$ cat src/rtl/ps2_pkg.sv
// Shared definitions for the PS/2 receive path: state encoding, frame
// geometry and the odd-parity rule.
package ps2_pkg;

  typedef enum logic [1:0] {
    S_IDLE,
    S_DATA,
    S_PARITY,
    S_STOP
  } ps2_state_e;

  localparam int DATA_BITS  = 8;
  localparam int FRAME_BITS = 11;

  // A frame is good when the data bits plus the parity bit hold an odd count of ones.
  function automatic logic odd_parity_ok(input logic [DATA_BITS-1:0] data, input logic par);
    return ^{data, par};
  endfunction

endpackage

$ cat src/rtl/byte_fifo.sv
// Small synchronous FIFO with first-word fall-through head; a push into a
// full FIFO is accepted only when a pop happens in the same cycle.
module byte_fifo #(
  parameter int WIDTH = 8,
  parameter int DEPTH = 4
) (
  input  logic             clk,
  input  logic             rst_n,
  input  logic             push,
  input  logic [WIDTH-1:0] din,
  input  logic             pop,
  output logic             full,
  output logic             empty,
  output logic [WIDTH-1:0] head
);

  localparam int AW = $clog2(DEPTH);

  // Extra pointer bit tells full from empty when the indices match.
  logic [AW:0]      wr_ptr;
  logic [AW:0]      rd_ptr;
  logic [WIDTH-1:0] mem [DEPTH];
  logic             do_push;
  logic             do_pop;

  assign empty   = (wr_ptr == rd_ptr);
  assign full    = (wr_ptr[AW] != rd_ptr[AW]) && (wr_ptr[AW-1:0] == rd_ptr[AW-1:0]);
  assign do_pop  = pop && !empty;
  assign do_push = push && (!full || do_pop);
  assign head    = mem[rd_ptr[AW-1:0]];

  always_ff @(posedge clk) begin
    if (!rst_n) begin
      wr_ptr <= '0;
      rd_ptr <= '0;
    end else begin
      if (do_push) wr_ptr <= wr_ptr + (AW+1)'(1);
      if (do_pop)  rd_ptr <= rd_ptr + (AW+1)'(1);
    end
  end

  always_ff @(posedge clk) begin
    if (do_push) mem[wr_ptr[AW-1:0]] <= din;
  end

endmodule

$ cat src/rtl/ps2_rx.sv
// PS/2 device-to-host receiver: synchronizes and filters the raw lines,
// deserializes 11-bit frames and queues good bytes onto a valid/ready stream.
module ps2_rx
  import ps2_pkg::*;
#(
  parameter int FILTER_LEN     = 8,
  parameter int TIMEOUT_CYCLES = 96000,
  parameter int FIFO_DEPTH     = 4
) (
  input  logic       clk48,
  input  logic       rst_n,
  input  logic       ps2_clk,
  input  logic       ps2_data,
  output logic [7:0] kb_data,
  output logic       kb_valid,
  input  logic       kb_ready,
  output logic       frame_err,
  output logic       ovf
);

  localparam int FW = $clog2(FILTER_LEN + 1);
  localparam int TW = $clog2(TIMEOUT_CYCLES + 1);

  logic [1:0]    clk_sync;
  logic [1:0]    dat_sync;
  logic          fclk;
  logic [FW-1:0] fcnt;
  logic          flip;
  logic          sample;
  logic          bit_in;

  ps2_state_e    state, state_nxt;
  logic [2:0]    bit_cnt, bit_nxt;
  logic [7:0]    shreg, sh_nxt;
  logic          par_bit, par_nxt;
  logic [TW-1:0] tcnt;
  logic          timeout;
  logic          err_now;
  logic          push_req;
  logic          pop;
  logic          full;
  logic          empty;
  logic [7:0]    head;

  // fclk flips only after the synchronized clock disagreed for FILTER_LEN cycles in a row.
  assign flip   = (clk_sync[1] != fclk) && (fcnt == FW'(FILTER_LEN - 1));
  assign sample = flip && fclk;
  assign bit_in = dat_sync[1];

  always_ff @(posedge clk48) begin
    if (!rst_n) begin
      clk_sync <= 2'b11;
      dat_sync <= 2'b11;
      fclk     <= 1'b1;
      fcnt     <= '0;
    end else begin
      clk_sync <= {clk_sync[0], ps2_clk};
      dat_sync <= {dat_sync[0], ps2_data};
      if (flip) begin
        fclk <= clk_sync[1];
        fcnt <= '0;
      end else if (clk_sync[1] != fclk) begin
        fcnt <= fcnt + FW'(1);
      end else begin
        fcnt <= '0;
      end
    end
  end

  // Saturating idle-time counter; a frame stalled mid-way is abandoned when it tops out.
  assign timeout = (state != S_IDLE) && (tcnt == TW'(TIMEOUT_CYCLES)) && !sample;

  always_ff @(posedge clk48) begin
    if (!rst_n || sample || state == S_IDLE) begin
      tcnt <= '0;
    end else if (tcnt != TW'(TIMEOUT_CYCLES)) begin
      tcnt <= tcnt + TW'(1);
    end
  end

  always_comb begin
    state_nxt = state;
    bit_nxt   = bit_cnt;
    sh_nxt    = shreg;
    par_nxt   = par_bit;
    err_now   = 1'b0;
    push_req  = 1'b0;
    if (timeout) begin
      state_nxt = S_IDLE;
      err_now   = 1'b1;
    end else if (sample) begin
      case (state)
        S_IDLE: begin
          if (!bit_in) begin
            state_nxt = S_DATA;
            bit_nxt   = 3'd0;
          end else begin
            err_now = 1'b1;
          end
        end
        S_DATA: begin
          sh_nxt  = {bit_in, shreg[7:1]};
          bit_nxt = bit_cnt + 3'd1;
          if (bit_cnt == 3'(DATA_BITS - 1)) state_nxt = S_PARITY;
        end
        S_PARITY: begin
          par_nxt   = bit_in;
          state_nxt = S_STOP;
        end
        S_STOP: begin
          state_nxt = S_IDLE;
          if (bit_in && odd_parity_ok(shreg, par_bit)) push_req = 1'b1;
          else                                         err_now  = 1'b1;
        end
        default: state_nxt = S_IDLE;
      endcase
    end
  end

  always_ff @(posedge clk48) begin
    if (!rst_n) begin
      state     <= S_IDLE;
      bit_cnt   <= '0;
      shreg     <= '0;
      par_bit   <= 1'b0;
      frame_err <= 1'b0;
      ovf       <= 1'b0;
    end else begin
      state     <= state_nxt;
      bit_cnt   <= bit_nxt;
      shreg     <= sh_nxt;
      par_bit   <= par_nxt;
      frame_err <= err_now;
      ovf       <= push_req && full && !pop;
    end
  end

  // Stream: kb_valid && kb_ready pops at the clock edge; while kb_valid is high
  // and kb_ready low the head (kb_data) and kb_valid hold.
  assign pop      = kb_valid && kb_ready;
  assign kb_valid = !empty;
  assign kb_data  = kb_valid ? head : 8'h00;

  byte_fifo #(
    .WIDTH(8),
    .DEPTH(FIFO_DEPTH)
  ) u_fifo (
    .clk  (clk48),
    .rst_n(rst_n),
    .push (push_req),
    .din  (shreg),
    .pop  (pop),
    .full (full),
    .empty(empty),
    .head (head)
  );

endmodule

$ cat config.mk
export PLATFORM = sky130hd
export DESIGN_NAME = ps2_rx
export DESIGN_NICKNAME = d
export VERILOG_FILES = /design/src/rtl/ps2_pkg.sv /design/src/rtl/byte_fifo.sv /design/src/rtl/ps2_rx.sv
export SDC_FILE = /design/constraint.sdc
export NUM_CORES = 1
export LEC_CHECK = 0
export CELL_PAD_IN_SITES_DETAIL_PLACEMENT = 0
export CELL_PAD_IN_SITES_GLOBAL_PLACEMENT = 2
export CORE_MARGIN = 2
export CORE_UTILIZATION = 32
export DETAILED_ROUTE_END_ITERATION = 12
export GPL_TIMING_DRIVEN = 0
export PLACE_DENSITY = 0.61
export SLEW_MARGIN = 5
export SYNTH_ARGS = -nofsm -noshare
export SYNTH_HDL_FRONTEND = slang
export SYNTH_SLANG_ARGS = --single-unit
$ cat constraint.sdc
create_clock -name clk48 -period 6.6 [get_ports clk48]
set_input_delay 1.98 -clock clk48 [delete_from_list [all_inputs] [get_ports clk48]]
set_output_delay 1.98 -clock clk48 [all_outputs]
set_load 0.02 [all_outputs]
==> impl_metrics.toml <==
[timing]
period_needed_ps = 4480
relSlewSlack_pct = 44.3
setup_violations = 0
hold_viol_final = 0
tns_ps = 0
grt_setup_unrepaired = "false"
tightest_slew_ps = 829
period_share_pct = 67.9
maxSlewViolCount = 0
fmax_mhz = 223
fin_skew_ps = 11.9

[worst_setup_path]
path_max_fanout = 8
arrival_ps = 2500
critPathCaptureType = "output port"
startpoint_type = "register"
crit_required_ps = 4620
criticalPathCategory = "register to output port"

[drt]
initialDrtViolationCount = 40
routedWlPerCell_um = 13.5
drtPass1Iterations = 4
via_per_inst = 4.59
wl_um = 6340
detail-route-antenna-nets = 0
num_vias = 2164
drc_errors = 0

[global_routing]
grt_use_total_pct = 11.8
grt_use_met3_pct = 3.23
grt-ovfl-total = 0
antenna_found_initial = 0
met1_usage_pct = 15.4
grt_pass1_vias = 2072
grt_pass1_wl_um = 10400
grtUsageMet2_pct = 18.6
grt-busiest-layer = "met2"
grt_max_degree = 16

[finish]
layout.nets = 345
fillers = 1072
drive_gt1_share_pct = 9.06
area_growth_pct = 16.3
multi_input_area_um2 = 1500
antenna_cells = 0
seq_area_um2 = 1960

[clocking]
hold_buffers = 0
clock-root-buffer = "clkbuf_8"
cts_resized = 0
cts_buffers = 9
tritoncts = "built"
cts.htree.levels = 3
clk_path_buf_depth = 2
clk_latency_ps = 350
postCtsSetupRepairBufs = 0
path_clk_slew_ps = 90
clock_sinks = 82

[synth]
synth_cells = 300
synth_edf_count = 32
synthArstFlopShare_pct = 0
synth_compound_area_share_pct = 3.01
ys_ff_latch = 82
ys_warn_count = 0
muxShareOfSynthArea_pct = 9.34
synth_top_family_by_area = "simple AND/OR/NAND/NOR gates"
post-synth-top-area-cell = "dfxtp_1"
netlist_top_cells_area = "dfxtp_1 28%, edfxtp_1 27%, mux4_2 5.1%, ha_1 5.0%, mux2i_1 4.2%"
syn_area_um2 = 3540
synthTopCellsByCount = "50 x dfxtp_1, 40 x nor2_1, 32 x edfxtp_1, 17 x xor2_1"
seq_area_frac_synth_pct = 55.5
synth_ff_type = "dfxtp_1"
synth_nets = 319
synth.distinct_cells = 35
synthSimpleGateAreaFrac_pct = 16.2
yosysMostFrequentCell = "dfxtp_1"
synth_top_area_share_pct = 28.3
synth_xor_area_share_pct = 8.84
synth_adder_area_share_pct = 4.95
syn_area_per_cell_um2 = 11.8

[floorplanning]
start_util_pct = 32.8
die_w_um = 109
io_pins = 16
dieArea_um2 = 11900
rows = 38
die_h_um = 109
coreArea_um2 = 10800

[power]
vdd_drop_max_mv = 0.0851
p_leak_uw = 0.00151
power.total_uw = 981
pwr_density_cell_nw_per_um2 = 238

[flow_run]
maxCapViolCount = 0

[outcome]
status = "finished clean"

[placement]
io_buffers = 15
hpwlAfterDp_um = 4350
place.gp.congestion = 0.723

[hold_path]
min_path_type = "register to register"
-- registers in the layout, indices dropped and copies added (netlist names), named ones only --
signal and cells:
state 2, frame_err 1, fclk 1, dat_sync 2, clk_sync 2, ovf 1, u_fifo.wr_ptr 3, tcnt 17
u_fifo.mem 32, fcnt 4, shreg 8, par_bit 1, u_fifo.rd_ptr 3, bit_cnt 3
-- worst max-delay path, cell delays in order, from the launching register on --
cell,delay [ps]
dfxtp_1,310
clkbuf_1,540
mux4_2,600
and2_1,170
clkdlybuf4s50_1,530
-- stage by stage --
stage | area [µm²] | util, % | hold slack [ps] | worst slack, ps | cells
5_1_grt | 4120 | 38.1 | 445 | 1930 | 471
3_3_place_gp | 3860 | 35.8 | 391 | 2310 | 455
2_1_floorplan | 3540 | - | 386 | 3130 | 300
6_report | 4120 | 38.1 | 409 | 2120 | 471
4_1_cts | 4120 | 38.1 | 412 | 2040 | 471
3_5_place_dp | 3870 | 35.8 | 392 | 2440 | 455
-- placed cells by master (no fill, tap or decap), types with 2 or more instances in the layout --
cell	instances
a21oi_1	6
and2_1	9
and3_1	7
and4_1	2
bufinv_16	3
clkbuf_1	6
clkbuf_8	9
clkdlybuf4s50_1	15
dfxtp_1	50
edfxtp_1	32
ha_1	14
inv_1	13
inv_6	3
mux2i_1	15
mux4_2	8
nand2_1	15
nand2b_1	5
nand3_1	13
nand3b_1	3
nand4_1	4
nand4b_1	2
nor2_1	40
nor3_1	5
nor4_1	2
o21ai_0	6
o31ai_1	2
or4_1	2
xnor2_1	11
xor2_1	17
-- layer usage --
layer,share of wire [%],up-vias
met5,0,-
met4,1.3,0
met3,2.5,6
met2,47,22
met1,49,1028
li1,-,1108
-- cells by family after synthesis --
logic type / after synthesis
buffers and inverters: 20
adder cells (fa/ha/maj): 14
flip-flops: 82
AND/OR/NAND/NOR: 112
XOR/XNOR: 31
AO/OA/AOI/OAI: 18
multiplexers: 23
-- worst paths after layout --
check,start,endpoint,slack (ps),cells after the start
max,register,kb_data[6],2120,4
min,dat_sync[0]$_SDFF_PN1_,dat_sync[1]$_SDFF_PN1_,410,1
max reg2reg,fcnt[0]$_SDFF_PP0_,shreg[1]$_SDFFE_PN0P_,4200,6
min reg2reg,dat_sync[0]$_SDFF_PN1_,dat_sync[1]$_SDFF_PN1_,410,1
-- power by group --
group          internal (µW)  switching [µW]
sequential               522            1.04
clock                    255             193
combinational           3.88            4.78
-- cell type report --
class,instances,share of cell area [%]
Clock buffer,9,3.01
Buffer,7,0.669
Timing Repair Buffer,15,3.65
Inverter,13,1.19
Clock inverter,7,3.01
Multi-Input combinational cell,198,36.5
Tap cell,140,4.26
Sequential cell,82,47.7
(Power assumes the default switching activity.)
